### src/rtl/byte_fifo_reader.sv
`default_nettype none
// ============================================================================
// Module : byte_fifo_reader
// Drains commanded frames from the byte-packing FIFO window as valid/ready beats.
// Rev    : 1.0  initial release
// ============================================================================
module byte_fifo_reader #(
    parameter int DATA_BYTE_W = 16,
    parameter int TAKE_W      = 5,
    parameter int FIFO_CNT_W  = 6,
    parameter int LEN_W       = 16
) (
    input  logic                       clk,
    input  logic                       rst_n,
    input  logic                       sync_rst,
    input  logic                       cmd_valid,
    output logic                       cmd_ready,
    input  logic [LEN_W-1:0]           cmd_len,
    input  logic [FIFO_CNT_W-1:0]      fifo_num_bytes,
    input  logic [DATA_BYTE_W*8-1:0]   fifo_data,
    output logic [TAKE_W-1:0]          fifo_take,
    output logic                       m_valid,
    input  logic                       m_ready,
    output logic [DATA_BYTE_W*8-1:0]   m_data,
    output logic [TAKE_W-1:0]          m_bytes,
    output logic                       m_last,
    output logic                       done,
    output logic                       busy
);

    typedef enum logic [1:0] {
        ST_IDLE = 2'd0,
        ST_XFER = 2'd1,
        ST_LAST = 2'd2
    } state_t;

    localparam logic [LEN_W-1:0] c_beat_bytes = LEN_W'(DATA_BYTE_W);

    state_t                     r_state;
    logic [LEN_W-1:0]           r_remaining;
    logic                       r_m_valid;
    logic [DATA_BYTE_W*8-1:0]   r_m_data;
    logic [TAKE_W-1:0]          r_m_bytes;
    logic                       r_m_last;
    logic                       r_done;

    logic [LEN_W-1:0]           w_chunk;
    logic [LEN_W-1:0]           w_fifo_cnt;
    logic                       w_out_free;
    logic                       w_take_en;
    logic                       w_final_chunk;
    logic [DATA_BYTE_W*8-1:0]   w_masked;

    // Compare in a common zero-extended width so the occupancy check is unsigned.
    assign w_chunk       = (r_remaining > c_beat_bytes) ? c_beat_bytes : r_remaining;
    assign w_fifo_cnt    = LEN_W'(fifo_num_bytes);
    assign w_out_free    = ~r_m_valid | m_ready;
    assign w_take_en     = (r_state == ST_XFER) & w_out_free & ~sync_rst & (w_fifo_cnt >= w_chunk);
    assign w_final_chunk = (r_remaining == w_chunk);

    assign fifo_take = w_take_en ? w_chunk[TAKE_W-1:0] : '0;

    generate
        for (genvar gi = 0; gi < DATA_BYTE_W; gi++) begin : g_mask
            localparam logic [LEN_W-1:0] c_idx = LEN_W'(gi);
            assign w_masked[gi*8 +: 8] = (c_idx < w_chunk) ? fifo_data[gi*8 +: 8] : 8'h00;
        end
    endgenerate

    always_ff @(posedge clk or negedge rst_n) begin
        if (!rst_n) begin
            r_state     <= ST_IDLE;
            r_remaining <= '0;
            r_m_valid   <= 1'b0;
            r_m_data    <= '0;
            r_m_bytes   <= '0;
            r_m_last    <= 1'b0;
            r_done      <= 1'b0;
        end else if (sync_rst) begin
            // Flush drops any beat in flight and suppresses the done pulse.
            r_state     <= ST_IDLE;
            r_remaining <= '0;
            r_m_valid   <= 1'b0;
            r_m_last    <= 1'b0;
            r_done      <= 1'b0;
        end else begin
            r_done <= 1'b0;
            case (r_state)
                ST_IDLE: begin
                    if (cmd_valid) begin
                        if (cmd_len == '0) begin
                            r_done <= 1'b1;
                        end else begin
                            r_state     <= ST_XFER;
                            r_remaining <= cmd_len;
                        end
                    end
                end
                ST_XFER: begin
                    if (w_take_en && w_final_chunk) begin
                        r_state <= ST_LAST;
                    end
                end
                ST_LAST: begin
                    if (r_m_valid && m_ready && r_m_last) begin
                        r_state <= ST_IDLE;
                        r_done  <= 1'b1;
                    end
                end
                default: r_state <= ST_IDLE;
            endcase

            // A take in the same cycle as a handshake refills the register back-to-back.
            if (w_take_en) begin
                r_m_valid   <= 1'b1;
                r_m_data    <= w_masked;
                r_m_bytes   <= w_chunk[TAKE_W-1:0];
                r_m_last    <= w_final_chunk;
                r_remaining <= r_remaining - w_chunk;
            end else if (r_m_valid && m_ready) begin
                r_m_valid <= 1'b0;
            end
        end
    end

    assign cmd_ready = (r_state == ST_IDLE) & ~sync_rst;
    assign busy      = (r_state != ST_IDLE);
    assign m_valid   = r_m_valid;
    assign m_data    = r_m_data;
    assign m_bytes   = r_m_bytes;
    assign m_last    = r_m_last;
    assign done      = r_done;

endmodule
`default_nettype wire

### config.mk
export PLATFORM = sky130hd
export DESIGN_NAME = byte_fifo_reader
export DESIGN_NICKNAME = d
export VERILOG_FILES = /design/src/rtl/byte_fifo_reader.sv
export SDC_FILE = /design/constraint.sdc
export NUM_CORES = 1
export LEC_CHECK = 0
export CAP_MARGIN = 20
export CORE_MARGIN = 3
export CORE_UTILIZATION = 46
export CTS_BUF_LIST = sky130_fd_sc_hd__clkbuf_8
export DETAILED_ROUTE_END_ITERATION = 12
export HOLD_SLACK_MARGIN = 0.05
export PLACE_DENSITY = 0.9
export SLEW_MARGIN = 20
export SYNTH_ARGS = -nofsm -noshare
export SYNTH_HDL_FRONTEND = slang
export SYNTH_SLANG_ARGS = --single-unit
### constraint.sdc
create_clock -name clk -period 8.2 [get_ports clk]
set_input_delay 1.23 -clock clk [delete_from_list [all_inputs] [get_ports clk]]
set_output_delay 1.23 -clock clk [all_outputs]
set_load 0.01 [all_outputs]
==> results of run 1 <==
==> power breakdown <==
| group | internal, W | switching (W) | leakage, nW |
|---|---|---|---|
| combinational | 0.000744 | 0.000473 | 2.07 |
| clock | 0.000202 | 0.000282 | 0.167 |
| sequential | 0.00104 | 0.000177 | 1.98 |
| total | 0.00198 | 0.000933 | 4.22 |
==> cell families after synthesis <==
logic type / Yosys count / synth area share (%)
other: 1 / 0.05917
AO/OA/AOI/OAI: 192 / 24.70
AND/OR/NAND/NOR: 123 / 9.852
buffers and inverters: 42 / 2.705
flip-flops: 154 / 60.81
adder cells (fa/ha/maj): 7 / 1.382
multiplexers: 3 / 0.4936
==> cell usage in the layout (no fill, tap or decap), drive strengths merged, types with 3 or more instances in the layout <==
cell type      count
or4                3
ha                 7
or3                4
o21ai              9
a311oi             3
clkbuf            17
a31oi              3
inv               12
a22o             120
nand2             47
a21o               6
and3               5
a21oi             28
dfrtp            154
clkinvlp           5
nand3             16
nor3              10
nor4               8
o311ai             4
clkinv             6
and2               3
buf                3
nor2              18
o32ai              3
clkdlybuf4s50    296
==> worst max-delay path by stage <==
stage | start | end | cells after the start
after global placement | r_remaining[12]$_DFFE_PN0P_ | fifo_take[4] | 12
after detailed placement | r_remaining[12]$_DFFE_PN0P_ | fifo_take[2] | 12
after CTS | r_remaining[12]$_DFFE_PN0P_ | fifo_take[2] | 12
final | r_remaining[12]$_DFFE_PN0P_ | fifo_take[2] | 12
after global routing | r_remaining[6]$_DFFE_PN0P_ | fifo_take[2] | 12
after floorplan | r_remaining[12]$_DFFE_PN0P_ | fifo_take[0] | 12
==> sequential cells by signal, indices dropped and copies added (netlist names) <==
name	cells
m_bytes	5
m_last	1
m_data	128
r_state	2
done	1
m_valid	1
r_remaining	16
==> metrics by stage <==
step / total power [W] / hold slack, ns / worst slack [ns] / utilization, %
after floorplan: 0.001669 / 0.4830 / 4.016 / -
after global placement: 0.002393 / 0.4520 / 2.682 / 70.55
after detailed placement: 0.002442 / 0.4713 / 2.391 / 70.55
after CTS: 0.002933 / 0.4892 / 1.869 / 72.96
after global routing: 0.003065 / 0.5076 / 1.553 / 72.98
final: 0.002916 / 0.4873 / 1.836 / 72.98
==> final cells by class <==
cell class | instances | area share [%]
Clock buffer | 17 | 2.402
Clock inverter | 15 | 0.8990
Inverter | 8 | 0.3082
Multi-Input combinational cell | 327 | 23.85
Sequential cell | 154 | 39.56
Tap cell | 176 | 2.260
Timing Repair Buffer | 299 | 30.72
==> worst max-delay path, stage by stage, from the launching register on <==
cell and delay (ns):
dfrtp_1 0.44, or4_1 0.62, nor2_1 0.27, nand2_2 0.26, inv_2 0.23, nand2_1 0.13
ha_1 0.37, a21o_1 0.13, a31oi_1 0.05, o21ai_1 0.52, nand2_4 0.66, nor2_1 0.38
clkdlybuf4s50_1 0.61
==> routing by layer <==
metal  GRT usage, %  vias to the layer above  share of wire, %
met4          8.166                        0               2.4
met2          44.99                      271                51
met1          32.31                     2823                38
met5              0                        -                 0
met3          8.554                       42               8.6
li1               -                     2557                 -
==> out/metrics.csv, run 1 <==
metric;value;unit
status;finished, final reports clean;
rows;42;
synth_cell_types;55;
maxCapViolCount;0;
tightest_slew;0.9082;ns
seq_area_frac_synth;60.81;%
n_antenna_cell;0;
syn_inst;522;
dp_hpwl;15200;um
clk_pin_slew;0.08;ns
grt_overflow;0;
slew_headroom;39.45;%
ys_top_cells_by_area;dfrtp_1 61%, a22o_1 17%, nand2_1 2.7%;
clkSinkCount;154;
rsz0062_at_grt;no;
finalCriticalPeriod;6.364;ns
boundaryPins;298;
start_kind;flip-flop;
fp.dieH;123.4;um
finalCritPeriodShare;77.61;%
synth_top_cell_by_area;dfrtp_1;
netlist.area_leader.share;60.81;%
dpl_cell_area;9417;um2
arrival;5.13;ns
placedCellCount;964;
initial_core_util;47.48;%
timing.rr.start;r_remaining[12]$_DFFE_PN0P_;
drive_above_1_share;5.732;%
crit_required;6.97;ns
via_count;5693;
fin_nets;969;
grt_antenna_before_repair;0;
drt-initial-drc-count;521;
fillers;893;
clock.fmax;0.1571;GHz
core;13350;um2
grt_pass1_vias;5847;
regArea;3854;um2
first_pass_iters;5;
fin_skew;0.01288;ns
irDropWorstVdd;159.7;uV
yosys_warnings;0;
synth_seq_cells;154;
cts_setup_buffers;0;
finalSetupViolCount;0;
synth.most_common_cell;dfrtp_1;
synth.avg_cell_area;12.14;um2
ant_nets;0;
die_width;123.4;um
wl_per_cell;20.62;um
synthFlopType;dfrtp_1;
timing.rr.end;m_data[97]$_DFFE_PN0P_;
multi_input_area;2323;um2
async_flop_share;100.0;%
r2r_slack;2.81;ns
grt_pass1_wl;31190;um
final_max_slew_viol_count;0;
hold_class;flip-flop to flip-flop;
worstHoldStart;m_data[127]$_DFFE_PN0P_;
final_cells;996;
synth_top_cells_by_count;154 x dfrtp_1, 120 x a22o_1, 45 x nand2_1;
ctsHoldBuffers;0;
crit_type;flip-flop to output pin;
whs_endpoint;m_data[127]$_DFFE_PN0P_;
routed_wirelength;20540;um
io_buffers;297;
r2r_cells;13;
endpoint_kind;output pin;
htreeDepth;4;
stdcell_area;9742;um2
fp.dieArea;15220;um2
cts_resized;0;
path_max_fanout;85;
p_leak;4.223;nW
track_usage;26.53;%
netlist_area;6337;um2
cts_tree;yes;
hold_viol;0;
viasPerCell;5.716;
area_growth;53.72;%
ctsLongestPathBuffers;2;
cts-root-buf;clkbuf_8;
grt_max_degree;86;
synth-edff-count;0;
place_congestion;0.9733;
numCtsBuffers;17;
whs_path_depth;2;
fin_tns_setup;0;ns
clk_latency;0.46;ns
powerDensity;299.4;nW/um2
drc;0;
No activity file was read; power rests on OpenSTA's default activity.
==> run 2: changes to the inputs <==
--- a/config.mk
+++ b/config.mk
@@ -7,11 +7,11 @@
 export LEC_CHECK = 0
 export CAP_MARGIN = 20
 export CORE_MARGIN = 3
-export CORE_UTILIZATION = 46
+export CORE_UTILIZATION = 42
 export CTS_BUF_LIST = sky130_fd_sc_hd__clkbuf_8
 export DETAILED_ROUTE_END_ITERATION = 12
 export HOLD_SLACK_MARGIN = 0.05
-export PLACE_DENSITY = 0.9
+export PLACE_DENSITY = 0.84
 export SLEW_MARGIN = 20
 export SYNTH_ARGS = -nofsm -noshare
 export SYNTH_HDL_FRONTEND = slang
==> constraint.sdc (replaced) <==
create_clock -name clk -period 6.4 [get_ports clk]
set_input_delay 0.96 -clock clk [delete_from_list [all_inputs] [get_ports clk]]
set_output_delay 0.96 -clock clk [all_outputs]
set_load 0.01 [all_outputs]
==> run 2 against run 1 <==
  * Flip-flop and latch count unchanged
  * Register-to-register slack worse by 1.2 ns
  * Combinational power grew 27%
  * Routed wire length fell by 2.1%
  * First-iteration DRC count is 15% lower
  * Sequential power increased by 28%
  * Worst hold slack worse by 0.020 ns
  * Global-route usage decreased by 2.4 points
==> out/metrics.csv, run 2 (same netlist as run 1, synthesis figures left out) <==
metric;value;unit
regArea;3854;um2
endpoint_kind;output pin;
fillers;1048;
r2r_slack;1.65;ns
cts-root-buf;clkbuf_8;
multi_input_area;2323;um2
grt_antenna_before_repair;0;
via_count;5639;
timing.rr.end;m_data[100]$_DFFE_PN0P_;
core;14640;um2
finalSetupViolCount;0;
timing.rr.start;r_remaining[12]$_DFFE_PN0P_;
track_usage;24.16;%
irDropWorstVdd;231.3;uV
final_max_slew_viol_count;0;
crit_type;flip-flop to output pin;
clock.fmax;0.1701;GHz
die_width;128.8;um
max_stage_delay;0.66;ns
fp.dieH;128.8;um
status;finished, final reports clean;
clk_pin_slew;0.10;ns
whs_endpoint;m_data[123]$_DFFE_PN0P_;
slowest_stage;and2_1;
r2r_cells;13;
drive_above_1_share;5.976;%
rows;44;
grt_max_degree;148;
cp_num_buf_inv;2;
cts_resized;0;
io_buffers;297;
slew_headroom;40.33;%
htreeDepth;4;
grt_pass1_vias;5885;
viasPerCell;5.617;
fin_tns_setup;0;ns
drc;0;
n_antenna_cell;0;
dpl_cell_area;9439;um2
fin_skew;0.01896;ns
cts_setup_buffers;0;
rsz0062_at_grt;no;
finalCritPeriodShare;91.86;%
p_leak;4.296;nW
layout_commonest_cell;clkdlybuf4s50_1;
fp.dieArea;16600;um2
fin_nets;969;
grt_pass1_wl;31380;um
tightest_slew;0.8951;ns
powerDensity;399.0;nW/um2
finalCriticalPeriod;5.879;ns
place_congestion;0.8540;
routed_wirelength;20100;um
dp_hpwl;14760;um
clk_latency;0.46;ns
whs_path_depth;2;
utilization;67.64;%
largest_register_ffs;128;
stdcell_area;9906;um2
crit_required;5.44;ns
ant_nets;0;
first_pass_iters;5;
ctsLongestPathBuffers;2;
wl_per_cell;20.02;um
ctsHoldBuffers;0;
boundaryPins;298;
hold_viol;0;
cts_tree;yes;
crit_family;simple AND/OR/NAND/NOR gates;
worstHoldStart;m_data[123]$_DFFE_PN0P_;
initial_core_util;43.28;%
clkSinkCount;154;
arrival;4.92;ns
area_growth;56.31;%
path_max_fanout;19;
grt_overflow;0;
hold_class;flip-flop to flip-flop;
maxCapViolCount;0;
numCtsBuffers;17;
crit_chain;or4_1, nor2_1, nand2_2, inv_2, nand2_1, ha_1, a21o_1, a31oi_1, o21ai_1, and2_1, and3_1, clkdlybuf4s50_1;
layout_common_cells;296 x clkdlybuf4s50_1, 154 x dfrtp_1, 120 x a22o_1;
drt-initial-drc-count;445;
start_kind;flip-flop;
run 2: through the flow:
step / cells / setup WS [ns] / hold WS (ns) / total power (W)
final: 1004 / 0.5212 / 0.4677 / 0.003952
after global routing: 1004 / 0.2896 / 0.5050 / 0.004149
after CTS: 1004 / 0.5890 / 0.4732 / 0.003986
after detailed placement: 972 / 1.129 / 0.4555 / 0.003121
after global placement: 972 / 1.251 / 0.4530 / 0.003076
after floorplan: 523 / 2.486 / 0.4830 / 0.002138
run 2: how the worst max path moves through the flow:
stage,depth (start not counted),to,startpoint
global route,12,fifo_take[1],r_remaining[12]$_DFFE_PN0P_
CTS,12,fifo_take[1],r_remaining[12]$_DFFE_PN0P_
global placement,12,fifo_take[1],r_remaining[12]$_DFFE_PN0P_
finish,12,fifo_take[1],r_remaining[12]$_DFFE_PN0P_
floorplan,12,fifo_take[0],r_remaining[12]$_DFFE_PN0P_
detailed placement,12,fifo_take[1],r_remaining[12]$_DFFE_PN0P_
run 2: tightest hold or removal path, cell delays in order, from the launching register on:
cell	delay, ns
dfrtp_1	0.35
nand2_1	0.05
nand2_1	0.04
run 2: final cells by class:
type | count | share of cell area (%)
Clock inverter | 14 | 2.210
Timing Repair Buffer | 299 | 30.30
Tap cell | 184 | 2.324
Inverter | 8 | 0.3031
Clock buffer | 18 | 2.501
Multi-Input combinational cell | 327 | 23.46
Sequential cell | 154 | 38.90
run 2: per-layer routing:
metal  track usage, %  vias up  part of all wire (%)
li1                 -     2554                     -
met1            29.78     2781                    40
met2            41.62      271                    51
met3            6.185       33                   7.2
met4            7.844        0                   2.0
met5                0        -                     0
run 2: report_power, final:
group          total, W  internal, W  switching [W]  leakage, nW
sequential      0.00155      0.00133       0.000224         1.98
clock          0.000849     0.000478       0.000371        0.235
combinational   0.00155     0.000954       0.000596         2.08
==> run 3: changes to the inputs <==
--- a/config.mk
+++ b/config.mk
@@ -6,12 +6,13 @@
 export NUM_CORES = 1
 export LEC_CHECK = 0
 export CAP_MARGIN = 20
-export CORE_MARGIN = 3
-export CORE_UTILIZATION = 42
+export CORE_AREA = 3 3 115 117
 export CTS_BUF_LIST = sky130_fd_sc_hd__clkbuf_8
 export DETAILED_ROUTE_END_ITERATION = 12
+export DIE_AREA = 0 0 118 120
+export DONT_BUFFER_PORTS = 1
 export HOLD_SLACK_MARGIN = 0.05
-export PLACE_DENSITY = 0.84
+export PLACE_DENSITY = 0.68
 export SLEW_MARGIN = 20
 export SYNTH_ARGS = -nofsm -noshare
 export SYNTH_HDL_FRONTEND = slang
==> run 3 against run 2 <==
  * Final area is 31% lower
  * Routed wire length shrank 17%
  * Sequential share of layout area rose by 17 points
  * Maximum frequency up 11%
  * Utilization down 13 points
  * Count of clock-buffer cells in the layout did not move
  * Non-clock buffer count is 298 lower
  * Via count is 20% lower
  * Combinational power down 68%
  * Critical path type unchanged
  * Critical endpoint unchanged
  * Largest cell class unchanged
  * Largest power group unchanged
==> out/metrics.csv, run 3 (same netlist as run 1, synthesis figures left out) <==
metric;value;unit
status;finished, final reports clean;
grt_pass1_vias;4441;
largest_register_ffs;128;
htreeDepth;4;
r2r_slack;1.51;ns
grt-busiest-layer;met2;
crit_type;flip-flop to output pin;
finalSetupViolCount;0;
ant_nets;0;
core;12470;um2
drt-initial-drc-count;423;
numCtsBuffers;17;
rows;41;
io_buffers;0;
dp_hpwl;11750;um
fin_nets;671;
clock.fmax;0.1891;GHz
max_stage_delay;0.67;ns
grt_overflow;0;
tightest_slew;0.8696;ns
clk_pin_slew;0.08;ns
timing.rr.start;r_remaining[12]$_DFFE_PN0P_;
drive_above_1_share;8.812;%
viasPerCell;6.496;
path_max_fanout;19;
via_count;4508;
n_antenna_cell;0;
track_usage;23.41;%
cts_resized;0;
met1_usage;28.95;%
grt_max_degree;155;
irDropWorstVdd;227.5;uV
fin_tns_setup;0;ns
rsz0062_at_grt;no;
crit_chain;or4_1, nor2_1, nand2_2, inv_2, nand2_1, ha_1, a21o_1, a31oi_1, o21ai_1, and2_1, and3_1;
layout_common_cells;154 x dfrtp_1, 120 x a22o_1, 44 x nand2_1;
utilization;54.86;%
cts-root-buf;clkbuf_8;
fp.dieArea;14160;um2
endpoint_kind;output pin;
final_max_slew_viol_count;0;
place_congestion;0.8896;
hold_class;input port to async pin;
initial_core_util;50.84;%
fillers;1088;
maxCapViolCount;0;
die_width;118;um
timing.rr.end;m_data[115]$_DFFE_PN0P_;
grt_antenna_before_repair;0;
start_kind;flip-flop;
cts_tree;yes;
boundaryPins;298;
use_met2;37.87;%
finalCriticalPeriod;5.289;ns
grt_pass1_wl;25900;um
fin_skew;0.006939;ns
wl_per_cell;24.12;um
use_met3;8.954;%
p_leak;3.125;nW
r2r_cells;13;
ctsHoldBuffers;0;
crit_required;5.44;ns
slowest_stage;and2_1;
drc;0;
slew_headroom;42.03;%
cts_setup_buffers;0;
finalCritPeriodShare;82.64;%
clk_latency;0.45;ns
arrival;4.33;ns
hold_viol;0;
routed_wirelength;16740;um
layout_commonest_cell;dfrtp_1;
first_pass_iters;5;
area_growth;7.917;%
ctsLongestPathBuffers;2;
powerDensity;442.7;nW/um2
fp.dieH;120;um
clkSinkCount;154;
-- run 3: changes by cell type in the layout (fill, tap and decap cells not counted) --
| cell | change |
|---|---|
| clkdlybuf4s50_1 | -296 |
| bufinv_16 | -3 |
| buf_4 | -1 |
| inv_1 | +1 |
| clkinv_4 | -1 |
| inv_6 | -1 |
| inv_8 | +1 |
| clkinvlp_4 | +3 |
| buf_6 | -1 |
-- run 3: cell type report --
| class | count | area (um2) | area share [%] |
|---|---|---|---|
| sequential | 154 | 3854 | 56.35 |
| multi-input combinational | 327 | 2323 | 33.97 |
| inverter | 8 | 30.03 | 0.4391 |
| tap | 172 | 215.2 | 3.147 |
| timing repair buffer | 1 | 20.02 | 0.2927 |
| clock buffer | 18 | 247.7 | 3.622 |
| clock inverter | 14 | 148.9 | 2.177 |
-- run 3: metrics by stage --
step           worst slack (ns)  hold slack (ns)  cells  instance area, um2  power [W]
5_1_grt                  0.8590           0.1507    694                6839   0.003191
2_1_floorplan             2.486           0.4830    523                6341   0.002138
6_report                  1.111           0.1970    694                6839   0.003028
3_3_place_gp              1.729           0.5110    662                6442   0.002296
4_1_cts                   1.142           0.1586    694                6839   0.003057
3_5_place_dp              1.607           0.5339    662                6442   0.002320
-- run 3: worst max-delay path by stage --
stage | start | end | slack, ns | cells after the start
3_5_place_dp | r_remaining[12]$_DFFE_PN0P_ | m_data[113]$_DFFE_PN0P_ | 1.61 | 13
5_1_grt | r_remaining[12]$_DFFE_PN0P_ | fifo_take[1] | 0.86 | 11
3_3_place_gp | r_remaining[12]$_DFFE_PN0P_ | m_data[118]$_DFFE_PN0P_ | 1.73 | 13
2_1_floorplan | r_remaining[12]$_DFFE_PN0P_ | fifo_take[0] | 2.49 | 12
6_report | r_remaining[12]$_DFFE_PN0P_ | fifo_take[1] | 1.11 | 11
4_1_cts | r_remaining[12]$_DFFE_PN0P_ | fifo_take[1] | 1.14 | 11
-- run 3: worst max-delay path: cells and delay by family (launching register included) --
family                   cells  cell delay [ns]
AO/OA/AOI/OAI                3             0.62
adder cells (fa/ha/maj)      1             0.35
buffers and inverters        1             0.25
flip-flops                   1             0.43
AND/OR/NAND/NOR              6             2.24
-- run 3: metal layers --
metal,up-vias,part of all wire [%]
met2,268,50
li1,1964,-
met3,25,9.6
met5,-,0
met1,2251,39
met4,0,1.7
-- run 3: report_power, final --
group	internal, W	switching, W	total [W]
logic	0.000294	0.000205	0.000500
registers	0.00133	0.000471	0.00180
clock network	0.000359	0.000370	0.000728
total	0.00198	0.00105	0.00303
